--- config.mk ---
export PLATFORM = sky130hd
export DESIGN_NAME = block_0_access_arbiter
export DESIGN_NICKNAME = d
export VERILOG_FILES = /design/src/rtl/block_0_access_arbiter_pkg.sv /design/src/rtl/block_0_rr_picker.sv /design/src/rtl/block_0_access_arbiter.sv
export SDC_FILE = /design/constraint.sdc
export NUM_CORES = 1
export LEC_CHECK = 0
export CAP_MARGIN = 5
export CORE_MARGIN = 2
export CORE_UTILIZATION = 45
export CTS_CLUSTER_SIZE = 28
export DETAILED_ROUTE_END_ITERATION = 10
export GPL_TIMING_DRIVEN = 0
export PLACE_DENSITY = 0.86
export SLEW_MARGIN = 20
export SYNTH_ARGS = -nofsm -noshare
export SYNTH_HDL_FRONTEND = slang
export SYNTH_SLANG_ARGS = --single-unit
--- constraint.sdc ---
create_clock -name i_clk -period 2.8 [get_ports i_clk]
set_input_delay 0.28 -clock i_clk [delete_from_list [all_inputs] [get_ports i_clk]]
set_output_delay 0.28 -clock i_clk [all_outputs]
set_load 0.01 [all_outputs]
--- src/rtl/block_0_access_arbiter_pkg.sv ---
// Shared types for the block_0 access arbiter: FSM states and bus status codes.
package block_0_access_arbiter_pkg;

    typedef enum logic [1:0] {
        ST_IDLE    = 2'd0,
        ST_ACCESS  = 2'd1,
        ST_RESPOND = 2'd2
    } state_t;

    localparam logic [1:0] OKAY         = 2'b00;
    localparam logic [1:0] EXOKAY       = 2'b01;
    localparam logic [1:0] SLAVE_ERROR  = 2'b10;
    localparam logic [1:0] DECODE_ERROR = 2'b11;

endpackage

--- src/rtl/block_0_rr_picker.sv ---
// Combinational round-robin picker: searches upward from last_grant+1,
// returns a one-hot grant (all zero when nothing requests).
module block_0_rr_picker #(
    parameter int NUM_HOSTS = 2,
    parameter int IDX_W     = $clog2(NUM_HOSTS)
) (
    input  logic [NUM_HOSTS-1:0] req,
    input  logic [IDX_W-1:0]     last_grant,
    output logic [NUM_HOSTS-1:0] grant
);

    logic found;
    int   idx;

    always_comb begin
        grant = '0;
        found = 1'b0;
        idx   = 0;
        for (int i = 1; i <= NUM_HOSTS; i++) begin
            idx = int'(last_grant) + i;
            if (idx >= NUM_HOSTS)
                idx = idx - NUM_HOSTS;
            if (!found && req[idx]) begin
                grant[idx] = 1'b1;
                found      = 1'b1;
            end
        end
    end

endmodule

--- src/rtl/block_0_access_arbiter.sv ---
// Round-robin arbiter from NUM_HOSTS hosts onto the block_0 register bus.
// Optional watchdog: define BLOCK_0_ACCESS_ARBITER_TIMEOUT_EN.
module block_0_access_arbiter #(
    parameter int NUM_HOSTS      = 2,
    parameter int ADDRESS_WIDTH  = 8,
    parameter int DATA_WIDTH     = 32,
    parameter int TIMEOUT_CYCLES = 255
) (
    input  logic                                i_clk,
    input  logic                                i_rst_n,
    input  logic [NUM_HOSTS-1:0]                i_host_valid,
    input  logic [NUM_HOSTS-1:0]                i_host_write,
    input  logic [NUM_HOSTS*ADDRESS_WIDTH-1:0]  i_host_address,
    input  logic [NUM_HOSTS*DATA_WIDTH-1:0]     i_host_write_data,
    input  logic [NUM_HOSTS*DATA_WIDTH/8-1:0]   i_host_strobe,
    output logic [NUM_HOSTS-1:0]                o_host_ready,
    output logic [1:0]                          o_host_status,
    output logic [DATA_WIDTH-1:0]               o_host_read_data,
    output logic                                o_reg_valid,
    output logic                                o_reg_write,
    output logic [ADDRESS_WIDTH-1:0]            o_reg_address,
    output logic [DATA_WIDTH-1:0]               o_reg_write_data,
    output logic [DATA_WIDTH/8-1:0]             o_reg_strobe,
    input  logic                                i_reg_ready,
    input  logic [1:0]                          i_reg_status,
    input  logic [DATA_WIDTH-1:0]               i_reg_read_data
);

    import block_0_access_arbiter_pkg::*;

    localparam int STROBE_WIDTH = DATA_WIDTH / 8;
    localparam int IDX_W        = $clog2(NUM_HOSTS);

    state_t                   state_q;
    state_t                   state_d;
    logic [IDX_W-1:0]         last_grant_q;
    logic [IDX_W-1:0]         grant_q;
    logic [NUM_HOSTS-1:0]     pick_oh;
    logic [IDX_W-1:0]         pick_idx;
    logic [ADDRESS_WIDTH-1:0] pick_addr;
    logic                     pick_any;
    logic                     misaligned;
    logic                     timeout;

    logic                     req_write_q;
    logic [ADDRESS_WIDTH-1:0] req_addr_q;
    logic [DATA_WIDTH-1:0]    req_wdata_q;
    logic [STROBE_WIDTH-1:0]  req_strobe_q;
    logic [1:0]               resp_status_q;
    logic [DATA_WIDTH-1:0]    resp_data_q;

    block_0_rr_picker #(
        .NUM_HOSTS (NUM_HOSTS),
        .IDX_W     (IDX_W)
    ) u_picker (
        .req        (i_host_valid),
        .last_grant (last_grant_q),
        .grant      (pick_oh)
    );

    always_comb begin
        pick_idx = '0;
        for (int i = 0; i < NUM_HOSTS; i++)
            if (pick_oh[i])
                pick_idx = IDX_W'(i);
    end

    assign pick_any   = |pick_oh;
    assign pick_addr  = i_host_address[pick_idx*ADDRESS_WIDTH +: ADDRESS_WIDTH];
    assign misaligned = (pick_addr[1:0] != 2'b00);

`ifdef BLOCK_0_ACCESS_ARBITER_TIMEOUT_EN
    localparam int TW = $clog2(TIMEOUT_CYCLES + 1);
    logic [TW-1:0] tmo_cnt_q;

    // Held at zero outside ACCESS, so it is clear on every entry.
    always_ff @(posedge i_clk or negedge i_rst_n) begin
        if (!i_rst_n)
            tmo_cnt_q <= '0;
        else if (state_q != ST_ACCESS)
            tmo_cnt_q <= '0;
        else
            tmo_cnt_q <= tmo_cnt_q + 1'b1;
    end

    assign timeout = (state_q == ST_ACCESS)
                  && (tmo_cnt_q == TW'(TIMEOUT_CYCLES - 1));
`else
    assign timeout = 1'b0;
`endif

    always_ff @(posedge i_clk or negedge i_rst_n) begin
        if (!i_rst_n)
            state_q <= ST_IDLE;
        else
            state_q <= state_d;
    end

    always_comb begin
        state_d = state_q;
        unique case (state_q)
            ST_IDLE: begin
                if (pick_any)
                    state_d = misaligned ? ST_RESPOND : ST_ACCESS;
            end
            ST_ACCESS: begin
                if (i_reg_ready || timeout)
                    state_d = ST_RESPOND;
            end
            ST_RESPOND: state_d = ST_IDLE;
            default:    state_d = ST_IDLE;
        endcase
    end

    always_ff @(posedge i_clk or negedge i_rst_n) begin
        if (!i_rst_n) begin
            last_grant_q  <= IDX_W'(NUM_HOSTS - 1);
            grant_q       <= '0;
            req_write_q   <= 1'b0;
            req_addr_q    <= '0;
            req_wdata_q   <= '0;
            req_strobe_q  <= '0;
            resp_status_q <= OKAY;
            resp_data_q   <= '0;
        end else begin
            unique case (state_q)
                ST_IDLE: begin
                    if (pick_any) begin
                        grant_q      <= pick_idx;
                        req_write_q  <= i_host_write[pick_idx];
                        req_addr_q   <= pick_addr;
                        req_wdata_q  <= i_host_write_data[pick_idx*DATA_WIDTH +: DATA_WIDTH];
                        req_strobe_q <= i_host_strobe[pick_idx*STROBE_WIDTH +: STROBE_WIDTH];
                        if (misaligned) begin
                            resp_status_q <= DECODE_ERROR;
                            resp_data_q   <= '0;
                        end
                    end
                end
                ST_ACCESS: begin
                    if (i_reg_ready) begin
                        resp_status_q <= i_reg_status;
                        resp_data_q   <= i_reg_read_data;
                    end else if (timeout) begin
                        resp_status_q <= SLAVE_ERROR;
                        resp_data_q   <= '0;
                    end
                end
                ST_RESPOND: last_grant_q <= grant_q;
                default: ;
            endcase
        end
    end

    assign o_reg_valid      = (state_q == ST_ACCESS);
    assign o_reg_write      = req_write_q;
    assign o_reg_address    = req_addr_q;
    assign o_reg_write_data = req_wdata_q;
    assign o_reg_strobe     = req_strobe_q;

    assign o_host_ready = (state_q == ST_RESPOND)
                        ? (NUM_HOSTS'(1) << grant_q) : '0;
    assign o_host_status = (state_q == ST_RESPOND) ? resp_status_q : OKAY;
    assign o_host_read_data = (state_q == ST_RESPOND && !req_write_q)
                            ? resp_data_q : '0;

endmodule

==> results of run 1 <==
==> registers in the layout (all words and copies together) (netlist names) <==
| register | count |
|---|---|
| o_reg_address | 8 |
| resp_data_q | 32 |
| state_q | 2 |
| o_reg_write | 1 |
| grant_q | 1 |
| o_reg_write_data | 32 |
| resp_status_q | 2 |
| last_grant_q | 1 |
| o_reg_strobe | 4 |
==> repair_timing <==
action	CTS	global route
hold endpoints to repair	42	0
hold buffers	1	0
setup buffers	0	0
setup endpoints to repair	0	0
==> power by group <==
| part | leakage (nW) | internal, W | switching [W] |
|---|---|---|---|
| clock network | 0.0924 | 0.000347 | 0.000471 |
| registers | 1.03 | 0.00176 | 0.000313 |
| logic | 2.00 | 0.00179 | 0.00150 |
| total | 3.12 | 0.00390 | 0.00229 |
==> routing by layer <==
metal  vias up  share of wire [%]  global-route usage [%]
met5         -                  0                       0
met3        29                6.7                    5.84
met1      2143                 40                    32.7
met2       197                 51                    42.6
li1       2002                  -                       -
met4         0                2.5                    9.09
==> layout make-up <==
type                            count  area share [%]
Clock inverter                      6           0.552
Buffer                             40            3.74
Timing Repair Buffer              211            29.2
Sequential cell                    83            28.7
Clock buffer                       10            1.90
Multi-Input combinational cell    244            30.0
Inverter                           69            3.57
Tap cell                          136            2.35
==> cells in the mapped netlist (all sizes together) (2+ instances only) <==
library cell  instances
a21oi                34
a221o                32
a221oi                2
buf                  29
clkbuf               11
dfrtp                82
inv                  68
mux2                 91
nand2                 2
nand2b                2
nor2                  5
nor3                 34
o22ai                34
==> metrics by stage <==
stage / hold WS (ns) / utilization, % / setup WS (ns)
2_1_floorplan: -0.0156 / - / 1.26
3_3_place_gp: 0.489 / 68.3 / -1.44
3_5_place_dp: 0.310 / 68.4 / 0.557
4_1_cts: 0.431 / 70.3 / 0.146
5_1_grt: 0.437 / 70.3 / 0.0645
6_report: 0.442 / 70.3 / 0.154
==> kinds of logic (layout without fill, tap and decap cells) <==
group,count (synthesis),count (layout),share of synthesized area [%]
buf+inv,109,336,11.1
flops,83,83,43.4
simple gates,45,45,4.63
mux,91,91,24.8
compound gates,108,108,16.1
==> final timing paths <==
| path | from | to | slack (ns) | depth (start not counted) |
|---|---|---|---|---|
| max in group asynchronous | i_rst_n | resp_data_q[16] | 1.70 | 3 |
| setup reg to reg | state_q[0] | o_reg_write_data[16] | 1.09 | 5 |
| hold reg to reg | o_reg_write_data[27] | o_reg_write_data[27] | 0.51 | 1 |
| min in group i_clk | i_reg_ready | resp_data_q[26] | 0.45 | 3 |
| setup / recovery | state_q[0] | o_host_read_data[28] | 0.15 | 6 |
| hold / removal | i_rst_n | o_reg_write_data[31] | 0.44 | 2 |
==> reports/summary.txt, run 1 <==
Status = finished clean
Multi-input gate area = 2180 um2
Clk slew on worst S/H paths = 0.10 ns
Peak VDD IR = 0.516 mV
GRT Residual Overflow = 0
Total power = 0.00619 W
Most common cell after layout, fill and taps aside = clkdlybuf4s50_1
Storage element area = 2080 um2
Post-synthesis cell area = 4790 um2
Fin. Hold Viols = 0
CP Buf/Inv Count = 4
Wire per inst = 18.4 um
Top post-synthesis cells by area = dfrtp_1, mux2_4, mux2_2
CP max-delay cell = clkdlybuf4s50_1
Post-synth top area cell = dfrtp_1
Number of synthesized register bits = 83
Routed vias = 4371
Worst EP arrival = 2.37 ns
Inserted Clock Buffers = 9
DR pass1 iterations = 4
Clk root buf = clkbuf_8
Post-cts gate resize count = 0
Initial Util = 46.4%
Layout area overhead = 51.6%
Mapped Nets = 565
Die Wd = 107 um
CTS tree = built
Startpoint Class = flop
Worst-case clock buffer depth = 2
Setup TNS = 0 ns
Primary FF master, synth = dfrtp_1
# H-tree levels = 3
HPWL after detailed placement = 11100 um
Vias per cell = 5.47
EDFF count, synth = 0
Distinct cell type count after synthesis = 28
Synth warn = 0
Ports = 211
Crit path cell chain = buf_2 > nand2b_1 > buf_2 > buf_2 > nor3_1 > clkdlybuf4s50_1
Slew Viols, Final = 0
Tcrit/Tclk final = 94.5%
Core ar. = 10300 um2
Vias in the first global route = 4506
Tmin final = 2.65 ns
Die height = 107 um
Leak = 3.12 nW
Worst-Margin Slew = 0.579 ns
Fmax = 378 MHz
Synthesized area per cell = 11.0 um2
Antenna Nets Post-Route = 0
CP Capture Type = primary output
Asr flop ratio synth = 100%
# rows = 37
RSZ-0062 raised after global routing = no
# port buffers = 209
Worst Clk Skew = 0.0123 ns
Final net count = 787
Cell mode on critical path = buf_2
Number of max-cap violations = 0
Largest net degree at the start of global routing = 45
Initial antenna violation count = 0
DP Cell Count = 782
Share of cells above drive strength 1 = 20.8%
Sink Count = 83
Final std cells w/o fill = 799
Post-Route WL = 14700 um
Crit-path max FO = 10
Pwr dens = 853 nW/um2
Seq/Total Area, Yosys = 43.4%
DR iter-0 viols = 237
Most frequent cells in the layout = clkdlybuf4s50_1, dfrtp_1, inv_1
Delay-heaviest family, CP = buffers and inverters
All-Layer GR Usage = 25.6%
Fin area = 7250 um2
Critical path class = flop to primary output
WP data required = 2.52 ns
Global-route wire length before repair = 23100 um
Cell count after synthesis = 436
Placed inst area = 7070 um2
Final setup viols = 0
# DRC = 0
Antenna diodes = 0
Relative slew slack = 61.4%
Area share of the largest cell type after synthesis = 42.9%
Worst hold path class = input pin to asynchronous set/reset pin
Routability congestion estimate = 0.858
Filler cells = 757
Clk_lat worst skew = 0.36 ns
Die area = 11500 um2
Crit-path max cell delay = 0.59 ns
Power figures use the tool's default switching activity.
==> run 2: changes to the inputs <==
Settings changed: CTS_CLUSTER_DIAMETER set to 200.
==> results of run 2 <==
The final DEF is identical to that of run 1; final timing and power are the same.
==> patch: new RTL, flow settings as in run 2 <==
The parameter `ADDRESS_WIDTH` goes from 8 to 7.
--- a/src/rtl/block_0_access_arbiter.sv
+++ b/src/rtl/block_0_access_arbiter.sv
@@ -4,3 +4,3 @@
     parameter int NUM_HOSTS      = 2,
-    parameter int ADDRESS_WIDTH  = 8,
+    parameter int ADDRESS_WIDTH  = 7,
     parameter int DATA_WIDTH     = 32,
Interface: changed (resized i_host_address and o_reg_address); port bits go from 211 to 208. The function was not compared with the original's and may differ.
==> patch against run 2 <==
  * Worst setup slack gained 0.083 ns
  * Via count shrank 17%
  * Worst hold slack lost 0.0056 ns
  * Die area shrank 11%
  * Final cell count shrank 17%
  * Routed wire length shrank 20%
  * Non-clock buffer count shrank 10
  * Synthesized cell count shrank 24%
  * Register-to-register slack lost 0.10 ns
  * Sequential cell count shrank 1
  * Design area shrank 7.6%
  * Total power shrank 10%
  * Area after synthesis shrank 11%
  * Critical path depth is the same
  * Largest cell class unchanged
  * Largest power group unchanged
  * Highest routed layer unchanged
==> patch: results (changes against run 2) <==
stage	metric	value	unit	change
outcome	status	finished clean		
critical_path	worst setup path end	o_host_read_data[9]		
final_layout	fill count	659		-13%
critical_path	longest individual stage delay on the worst path	0.54	ns	-0.05 ns
final_layout	share of layout cells above drive strength 1	24.64	%	+3.8 points
grt	wire length of the first global-routing pass	18780	um	-19%
grt	maximum number of pins on one net before global-route repair	52		+16%
critical_path	R2R cell count	6		+1
die	Tapcell Cnt	111		-18%
cts	insertion delay of the later-clocked pin in the worst-skew pair	0.34	ns	-0.02 ns
final_layout	Layout clock buffers	11		+1
logic_synthesis	net count after synthesis	459		-19%
final_layout	Final clock-cell share	2.894	%	+0.44 points
final_layout	layout buffering overhead excluding clock cells	34.32	%	+1.4 points
critical_path	Data arrival, critical path	2.28	ns	-0.09 ns
grt	GRT Overall Usage	23.38	%	-2.3 points
logic_synthesis	area fraction in compound gates after synthesis	15.98	%	-0.094 points
critical_path	start point of the critical path	state_q[1]$_DFFE_PN0P_		
pwr	net switching component of the power	0.001818	W	-20%
place	DP Wirelength	8999	um	-19%
final_layout	Buffers, non-clock	241		-4.0%
cts	post-CTS setup-driven buffer insertion count	0		unchanged
pwr	Comb. pwr	0.00267	W	-19%
pwr	highest ir drop seen on vdd	0.4952	mV	-4.1%
drt	via density per instance	5.451		-0.35%
logic_synthesis	multiplexer area fraction after synthesis	23.67	%	-1.1 points
logic_synthesis	average instance area after synthesis	12.80	um2	+17%
pwr	relative contribution of sequential cells to total power	36.7	%	+3.2 points
grt	number of global-route vias before repair	3870		-14%
grt	met2 track utilization from global routing	39.28	%	-3.4 points
timing	Max transition margin	63.89	%	+2.5 points
logic_synthesis	proportion of synthesized chip area in sequential cells	48.31	%	+4.9 points
cts	Clk pin slew, worst setup/hold paths	0.08	ns	-0.02 ns
final_layout	multi-input combinational cell count	212		-13%
drt	vias post-DR	3636		-17%
final_layout	proportion of cell area occupied by multi-input gates	29.74	%	-0.27 points
drt	detailed-route wire length	11820	um	-20%
critical_path	Crit Reg-Reg Endpoint	o_reg_write_data[26]$_DFFE_PN0P_		
drt	routed length on met1	4837	um	-18%
final_layout	Register Area	2053	um2	-1.2%
logic_synthesis	FF+latch count, synth	82		-1.2%
place	post-place setup slack	0.2959	ns	-0.2610 ns
place	area of placed instances	6486	um2	-8.2%
place	count of placed standard cells including taps	651		-17%
timing	maximum clock frequency	390.3	MHz	+3.3%
grt	met3 Resource Use GR	7.039	%	+1.2 points
final_layout	fraction of area in registers	30.64	%	+2.0 points
logic_synthesis	commonest cells in the synthesized netlist	88 x mux2_2, 81 x dfrtp_1, 33 x and2_1		
final_layout	number of nets in the layout	679		-14%
drt	met3 WL	961	um	-2.6%
final_layout	count of inverters other than clock inverters in the layout	6		-91%
critical_path	Reg2Reg Setup Slack	0.99	ns	-0.10 ns
grt	Global Route met1 Usage	28.49	%	-4.2 points
[patch: cell count changes after synthesis, sizes merged, moves of 3 or more]
cell	change
inv	-62
nor3	-31
and2	+33
buf	-5
o31a	+32
clkbuf	-3
o22ai	-34
a21oi	-34
[patch: how the worst min path moves through the flow]
stage / from / to / slack [ns] / cells after the start
finish: i_rst_n / resp_data_q[18]$_DFFE_PN0P_ / 0.44 / 2
global route: i_rst_n / resp_data_q[23]$_DFFE_PN0P_ / 0.46 / 2
CTS: i_rst_n / resp_data_q[18]$_DFFE_PN0P_ / 0.43 / 2
detailed placement: i_rst_n / resp_data_q[18]$_DFFE_PN0P_ / 0.25 / 1
global placement: o_reg_write_data[23]$_DFFE_PN0P_ / o_reg_write_data[23]$_DFFE_PN0P_ / 0.49 / 1
floorplan: i_rst_n / grant_q$_DFFE_PN0P_ / -0.02 / 0
[patch: repair_timing]
action                                 in CTS  in global routing
hold buffers                                1                  0
setup endpoints to repair                  21                 30
endpoints found under the hold margin      31                  0
resized for setup                           1                  7
